==> config.mk <==
export PLATFORM = sky130hd
export DESIGN_NAME = status_flag_arbiter
export DESIGN_NICKNAME = d
export VERILOG_FILES = /design/src/rtl/status_flag_arbiter_pkg.sv /design/src/rtl/status_flag_arbiter_rr_pick.sv /design/src/rtl/status_flag_arbiter.sv
export SDC_FILE = /design/constraint.sdc
export NUM_CORES = 1
export LEC_CHECK = 0
export CORE_UTILIZATION = 35
export DETAILED_ROUTE_END_ITERATION = 8
export SYNTH_ARGS = -nofsm -noshare
export SYNTH_HDL_FRONTEND = slang
export SYNTH_SLANG_ARGS = --single-unit
==> constraint.sdc <==
create_clock -name CLK -period 6.3 [get_ports CLK]
set_input_delay 1.26 -clock CLK [delete_from_list [all_inputs] [get_ports CLK]]
set_output_delay 1.26 -clock CLK [all_outputs]
set_load 0.01 [all_outputs]
==> src/rtl/status_flag_arbiter_pkg.sv <==
// Shared types and constants for the status-flag arbiter: FSM state encoding,
// flag bit positions and the default flag-bank width.
package status_flag_pkg;

  typedef enum logic [1:0] {
    ARB    = 2'd0,
    GNT    = 2'd1,
    LOCKED = 2'd2
  } arb_state_t;

  localparam int FLAG_Z = 0;
  localparam int FLAG_N = 1;
  localparam int FLAG_C = 2;
  localparam int FLAG_V = 3;

  localparam int DEFAULT_N_FLAGS = 4;

endpackage

==> src/rtl/status_flag_arbiter_rr_pick.sv <==
// Combinational round-robin selector: first asserted request at or above
// i_ptr, wrapping modulo N_REQ.
module rr_pick #(
  parameter int N_REQ = 3,
  parameter int PTR_W = 2
) (
  input  logic [N_REQ-1:0] i_req,
  input  logic [PTR_W-1:0] i_ptr,
  output logic [N_REQ-1:0] o_onehot,
  output logic [PTR_W-1:0] o_idx,
  output logic             o_valid
);

  // Walk the requesters starting from the pointer; the first hit wins.
  always_comb begin
    o_onehot = {N_REQ{1'b0}};
    o_idx    = {PTR_W{1'b0}};
    o_valid  = 1'b0;
    for (int k = 0; k < N_REQ; k++) begin
      if (!o_valid && i_req[(int'(i_ptr) + k) % N_REQ]) begin
        o_valid  = 1'b1;
        o_idx    = PTR_W'((int'(i_ptr) + k) % N_REQ);
        o_onehot[(int'(i_ptr) + k) % N_REQ] = 1'b1;
      end else begin
        o_valid  = o_valid;
      end
    end
  end

endmodule

==> src/rtl/status_flag_arbiter.sv <==
// CPU status-flag bank with round-robin write arbitration and optional lock.
// Optional macro STATUS_FLAG_ARBITER_BYPASS_EN forwards a pending commit to READ_FLAGS.
module status_flag_arbiter
  import status_flag_pkg::*;
#(
  parameter int                 N_REQ    = 3,
  parameter int                 N_FLAGS  = DEFAULT_N_FLAGS,
  parameter logic [N_FLAGS-1:0] INIT     = {N_FLAGS{1'b0}},
  parameter int                 LOCK_MAX = 15
) (
  input  logic                       CLK,
  input  logic                       RST,
  input  logic [N_REQ-1:0]           REQ,
  input  logic [N_REQ-1:0]           LOCK,
  input  logic [N_REQ*N_FLAGS-1:0]   FLAG_MASK,
  input  logic [N_REQ*N_FLAGS-1:0]   FLAG_DATA,
  output logic [N_REQ-1:0]           GRANT,
  output logic [N_FLAGS-1:0]         READ_FLAGS,
  output logic                       TIMEOUT
);

  localparam int PTR_W = (N_REQ > 1) ? $clog2(N_REQ) : 1;
  localparam int CNT_W = $clog2(LOCK_MAX + 1);

  arb_state_t         r_state;
  logic [PTR_W-1:0]   r_ptr;
  logic [PTR_W-1:0]   r_win;
  logic [N_REQ-1:0]   r_grant;
  logic [N_FLAGS-1:0] r_flags;
  logic               r_timeout;
  logic [CNT_W-1:0]   r_lock_cnt;

  logic [N_REQ-1:0]   w_pick_onehot;
  logic [PTR_W-1:0]   w_pick_idx;
  logic               w_pick_valid;
  logic               w_req_w;
  logic               w_lock_w;
  logic [N_FLAGS-1:0] w_mask;
  logic [N_FLAGS-1:0] w_data;
  logic [N_FLAGS-1:0] w_merged;
  logic               w_commit;
  logic [PTR_W-1:0]   w_next_ptr;

  rr_pick #(
    .N_REQ (N_REQ),
    .PTR_W (PTR_W)
  ) u_rr_pick (
    .i_req    (REQ),
    .i_ptr    (r_ptr),
    .o_onehot (w_pick_onehot),
    .o_idx    (w_pick_idx),
    .o_valid  (w_pick_valid)
  );

  assign w_req_w    = REQ[r_win];
  assign w_lock_w   = LOCK[r_win];
  assign w_mask     = FLAG_MASK[int'(r_win)*N_FLAGS +: N_FLAGS];
  assign w_data     = FLAG_DATA[int'(r_win)*N_FLAGS +: N_FLAGS];
  assign w_merged   = (r_flags & ~w_mask) | (w_data & w_mask);
  assign w_commit   = (r_state != ARB) && w_req_w;
  assign w_next_ptr = (r_win == PTR_W'(N_REQ - 1)) ? {PTR_W{1'b0}} : r_win + PTR_W'(1);

  // Arbitration FSM and flag bank; all state advances on the falling edge.
  always_ff @(negedge CLK or posedge RST) begin
    if (RST) begin
      r_state    <= ARB;
      r_ptr      <= {PTR_W{1'b0}};
      r_win      <= {PTR_W{1'b0}};
      r_grant    <= {N_REQ{1'b0}};
      r_flags    <= INIT;
      r_timeout  <= 1'b0;
      r_lock_cnt <= {CNT_W{1'b0}};
    end else begin
      if (w_commit) begin
        r_flags <= w_merged;
      end
      case (r_state)
        ARB: begin
          if (w_pick_valid) begin
            r_win   <= w_pick_idx;
            r_grant <= w_pick_onehot;
            r_state <= GNT;
          end else begin
            r_grant <= {N_REQ{1'b0}};
          end
        end
        GNT: begin
          if (!w_req_w) begin
            r_grant <= {N_REQ{1'b0}};
            r_state <= ARB;
          end else if (!w_lock_w) begin
            r_grant <= {N_REQ{1'b0}};
            r_ptr   <= w_next_ptr;
            r_state <= ARB;
          end else begin
            r_lock_cnt <= CNT_W'(1);
            r_state    <= LOCKED;
          end
        end
        LOCKED: begin
          if (!w_req_w || !w_lock_w) begin
            r_grant <= {N_REQ{1'b0}};
            r_ptr   <= w_next_ptr;
            r_state <= ARB;
          end else if (r_lock_cnt == CNT_W'(LOCK_MAX)) begin
            r_timeout <= 1'b1;
            r_grant   <= {N_REQ{1'b0}};
            r_ptr     <= w_next_ptr;
            r_state   <= ARB;
          end else begin
            r_lock_cnt <= r_lock_cnt + CNT_W'(1);
          end
        end
        default: begin
          r_grant <= {N_REQ{1'b0}};
          r_state <= ARB;
        end
      endcase
    end
  end

  assign GRANT   = r_grant;
  assign TIMEOUT = r_timeout;

`ifdef STATUS_FLAG_ARBITER_BYPASS_EN
  assign READ_FLAGS = w_commit ? w_merged : r_flags;
`else
  assign READ_FLAGS = r_flags;
`endif

endmodule
Word level (Yosys, flattened, before mapping)
Index checks and enable logic that the tools add are counted.

Eq/ne operators: 12. Magnitude comparators: 7. Bitwise logic cells: 7. Shift-type cells: 2. Reduce and logical (&&, ||, !) cells: 20. Multiplexer cells: 51. Add/sub/neg operators: 4. Div/mod/pow operators: 3.

Operators with widths (number): $ge A32 B1 Y1 const B (3); $lt A32 B4 Y1 const B (3); $mod A32 B3 Y32 const B (2); $mod A3 B3 Y32 const B (1); $mux W2 (13); $mux W3 (8); $shiftx A12 B5 Y4 (2); $mux W4 (4); $mux W1 (14); $bmux W1 S2 (5); $ne A2 B2 Y1 const B (5); $pmux W3 S3 (1); $and A4 B4 Y4 (2); $pmux W4 S2 (1); $demux W1 S2 (3); $logic_and A1 B1 Y1 (6); $ne A3 B3 Y1 const B (2); $or A3 B3 Y3 (2); $pmux W2 S3 (1); $reduce_and A2 Y1 (3); $reduce_and A5 Y1 (1); $add A4 B1 Y4 const B (1); $eq A2 B2 Y1 const B (2); $eq A4 B4 Y1 const B (1); other kinds (16) (20).

Word-level logic and storage cells: 113. Register bits after elaboration: 18. Input port bits: 32. Output and inout port bits: 8.

Depth between registers and ports, before layout
Depth in word-level cells: 13. Depth in mapped cells: 8. Depth with buffers taken out: 7.

By module
Synthesis repeated with hierarchy kept, for this count alone.

Cell total of the unflattened synthesis: 156. Area, all modules: 1401.3 µm².

Modules (own cells, without submodules): status_flag_arbiter (cells each 104, area an instance 1019.7 µm², times used 1); rr_pick (cells each 52, area an instance 381.6 µm², times used 1).

==> run_results.csv <==
group,metric,value,unit
power,intPower,0.441,mW
job,drv_cap,0,
place,place_congestion,0.904,
logic_synthesis,synth_edf_count,0,
sta,final.setup.tns,0,ps
worst_setup_path,crit_path_top_delay_cell,"clkdlybuf4s50_1",
min_path,holdPathStages,1,
sta,rsz0062_at_grt,"no",
sta,hold_viol,0,
floorplan,die_h,63.6,um
worst_setup_path,cp.depth,6,
clocking,cts-htree-levels,1,
floorplan,fp.dieW,63.6,um
routing,first_iter_violations,87,
worst_setup_path,endpoint_kind,"flop",
power,leakage,0.774,nW
worst_setup_path,cp.buffers_inverters,2,
place,io_buffers,39,
worst_setup_path,arrival,2940,ps
worst_setup_path,cpPeakStageDelay,490,ps
floorplan,io_pins,40,
routing,vias,1312,
worst_setup_path,start_kind,"primary input",
floorplan,core,3660,um2
sta,whs,429,ps
global_route,grt_max_degree,19,
worst_setup_path,critPathTopFamily,"multiplexers",
logic_synthesis,ys_seq_area_frac,0.339,
place,dp_hpwl,2640,um
power,comb_power_share,0.594,
logic_synthesis,synth_top_family_by_area,"compound AO/OA/AOI/OAI gates",
routing,drc_errors,0,
global_route,grt_pass1_wl,5830,um
global_route,global_route.usage.met1,0.251,
logic_synthesis,synthXorXnorAreaFrac,0,
power,pwr-share-seq,0.282,
routing,drt_first_pass_iters,4,
sta,tightest_slew,780,ps
cells_and_area,fin_nets,233,
routing,wl_per_cell,14.1,um
clocking,numCtsBuffers,3,
logic_synthesis,synth_seq_cells,18,
global_route,met3_usage,0.0380,
logic_synthesis,syn_nets,187,
routing,drt-total-wl,3430,um
global_route,busiest_layer,"met2",
logic_synthesis,synth_cells,150,
worst_setup_path,cp.required,3260,ps
clocking,cts_max_path_buffers,2,
logic_synthesis,yosys.cell_types.count,40,
cells_and_area,antenna_cells,0,
clocking,ctsHoldBuffers,0,
routing,viasPerCell,5.40,
logic_synthesis,synth-adder-area-share,0.0471,
global_route,track_usage,0.185,
clocking,post_cts_buffers,0,
clocking,clkTransAtPathRegs,50,ps
routing,ant_nets,0,
floorplan,start_util,0.363,
cells_and_area,nFillCells,350,
global_route,grt-ovfl-total,0,
logic_synthesis,avgSynthCellArea,8.85,um2
floorplan,dieArea,4040,um2
logic_synthesis,yosys-mux-area-fraction,0.164,
global_route,grt_antenna_before_repair,0,
power,p_sw,0.324,mW
logic_synthesis,yosys.area_share.simple,0.143,
power,p_sw_frac,0.424,
power,ir_drop,0.184,mV
global_route,met2_usage,0.303,
logic_synthesis,synthArstFlopShare,1.00,
clocking,cts_tree,"yes",
sta,slew_headroom,0.479,
power,powerDensity,411,nW/um2
clocking,cts-root-buf,"clkbuf_8",
worst_setup_path,path_cells,"clkdlybuf4s50_1 -> mux2_4 -> mux2_4 -> a22oi_4 -> inv_4 -> mux2_4",
logic_synthesis,synth_ff_type,"dfrtn_1",
logic_synthesis,post_synth_instance_area,1330,um2
logic_synthesis,synth_compound_area_frac,0.259,
clocking,cts_resized,0,
global_route,grt_pass1_vias,1232,
outcome,status,"finished clean",
sta,drv_slew,0,
cells_and_area,areaGrowthSynthToFinish,40.3,%
logic_synthesis,yosysWarnings,0,
clocking,cts.sinks,18,
floorplan,num_rows,22,
worst_setup_path,critPathMaxFanout,6,
sta,setup-violations-final,0,
worst_setup_path,crit_path_frequent_cell,"mux2_4",
cells_and_area,drive_above_1_share,0.108,
clocking,clock_latency,270,ps
sta,finClkSkew,4.61,ps
worst_setup_path,crit_type,"primary input to flop",
power,clockPowerShare,0.124,
min_path,hold_path_class,"flop to flop",
worst_setup_path,ff2ff_path_depth,5,
-- metal layers --
| layer | share of wire | vias up |
|---|---|---|
| met5 | 0 | - |
| met4 | 0.0067 | 0 |
| met3 | 0.048 | 2 |
| met2 | 0.49 | 49 |
| met1 | 0.46 | 624 |
| li1 | - | 637 |
-- worst paths after layout --
check	startpoint	slack (ps)	endpoint
hold reg to reg	TIMEOUT	430	TIMEOUT
setup / recovery	REQ[1]	320	r_win[0]
max in group asynchronous	RST	1350	GRANT[1]
setup reg to reg	r_win[1]	3860	r_lock_cnt[1]
hold / removal	TIMEOUT	430	TIMEOUT
min in group asynchronous	RST	4450	r_state[0]
-- final cells by class --
cell class	instances	area [um2]	area share
multi-input combinational	117	815	0.437
inverter	10	40.0	0.0215
timing repair buffer	46	443	0.238
tap	48	60.1	0.0322
clock buffer	4	55.1	0.0295
sequential	18	450	0.242
-- per-stage QoR --
step	setup WS, ps	cell area (um2)	util	instances	power [mW]
6_report	317	1860	0.509	243	0.766
2_1_floorplan	595	1330	-	150	0.522
3_3_place_gp	71.9	1810	0.494	239	0.660
5_1_grt	236	1860	0.509	243	0.833
3_5_place_dp	40.2	1810	0.494	239	0.673
4_1_cts	327	1860	0.509	243	0.772
-- power by group through the flow --
stage          clock (mW)  combinational, mW  sequential [mW]
2_1_floorplan           0              0.324            0.198
3_3_place_gp            0              0.444            0.216
3_5_place_dp            0              0.455            0.218
4_1_cts            0.0982              0.457            0.216
5_1_grt             0.103              0.506            0.224
6_report           0.0950              0.455            0.216
-- cell usage in the layout (no fill, tap or decap), types with 2 or more instances in the layout --
master	instances
o2bb2ai_1	3
and2_1	2
a21oi_1	16
ha_1	5
nor2_1	10
buf_4	7
clkdlybuf4s50_1	39
o211ai_1	2
o21ai_0	9
mux2_4	3
mux2i_1	15
clkbuf_8	4
a31oi_1	6
nand2_1	14
nand2b_1	3
a21o_1	2
nand3_1	2
o22ai_1	2
o21ai_1	2
inv_1	9
dfrtn_1	18
nor2b_1	3
-- kinds of logic after synthesis --
logic type,after synthesis
AOI/OAI and AO/OA,52
adders and majority gates,5
buffers and inverters,15
DFF,18
muxes,20
and+or+nand+nor,40
-- cells in the mapped netlist (2+ instances only) --
| library cell | instances | area, um2 |
|---|---|---|
| dfrtn_1 | 18 | 450 |
| a21oi_1 | 16 | 80.1 |
| mux2i_1 | 15 | 150 |
| nand2_1 | 14 | 52.6 |
| nor2_1 | 10 | 37.5 |
| inv_1 | 9 | 33.8 |
| o21ai_0 | 9 | 45.0 |
| a31oi_1 | 6 | 37.5 |
| ha_1 | 5 | 62.6 |
| buf_2 | 3 | 15.0 |
| mux2_4 | 3 | 45.0 |
| nand2b_1 | 3 | 18.8 |
| nor2b_1 | 3 | 18.8 |
| o2bb2ai_1 | 3 | 26.3 |
| a21o_1 | 2 | 15.0 |
| and2_1 | 2 | 12.5 |
| clkbuf_1 | 2 | 7.51 |
| nand3_1 | 2 | 10.0 |
| o211ai_1 | 2 | 15.0 |
| o21ai_1 | 2 | 10.0 |
| o22ai_1 | 2 | 12.5 |
-- worst reg2reg max path: stages, from the launching register on --
cell and delay [ps]:
dfrtn_1 700, nor2b_1 700, o2bb2ai_1 250, nand2_1 210, nor2_2 290, mux2i_1 130
Power figures use the tool's default switching activity.
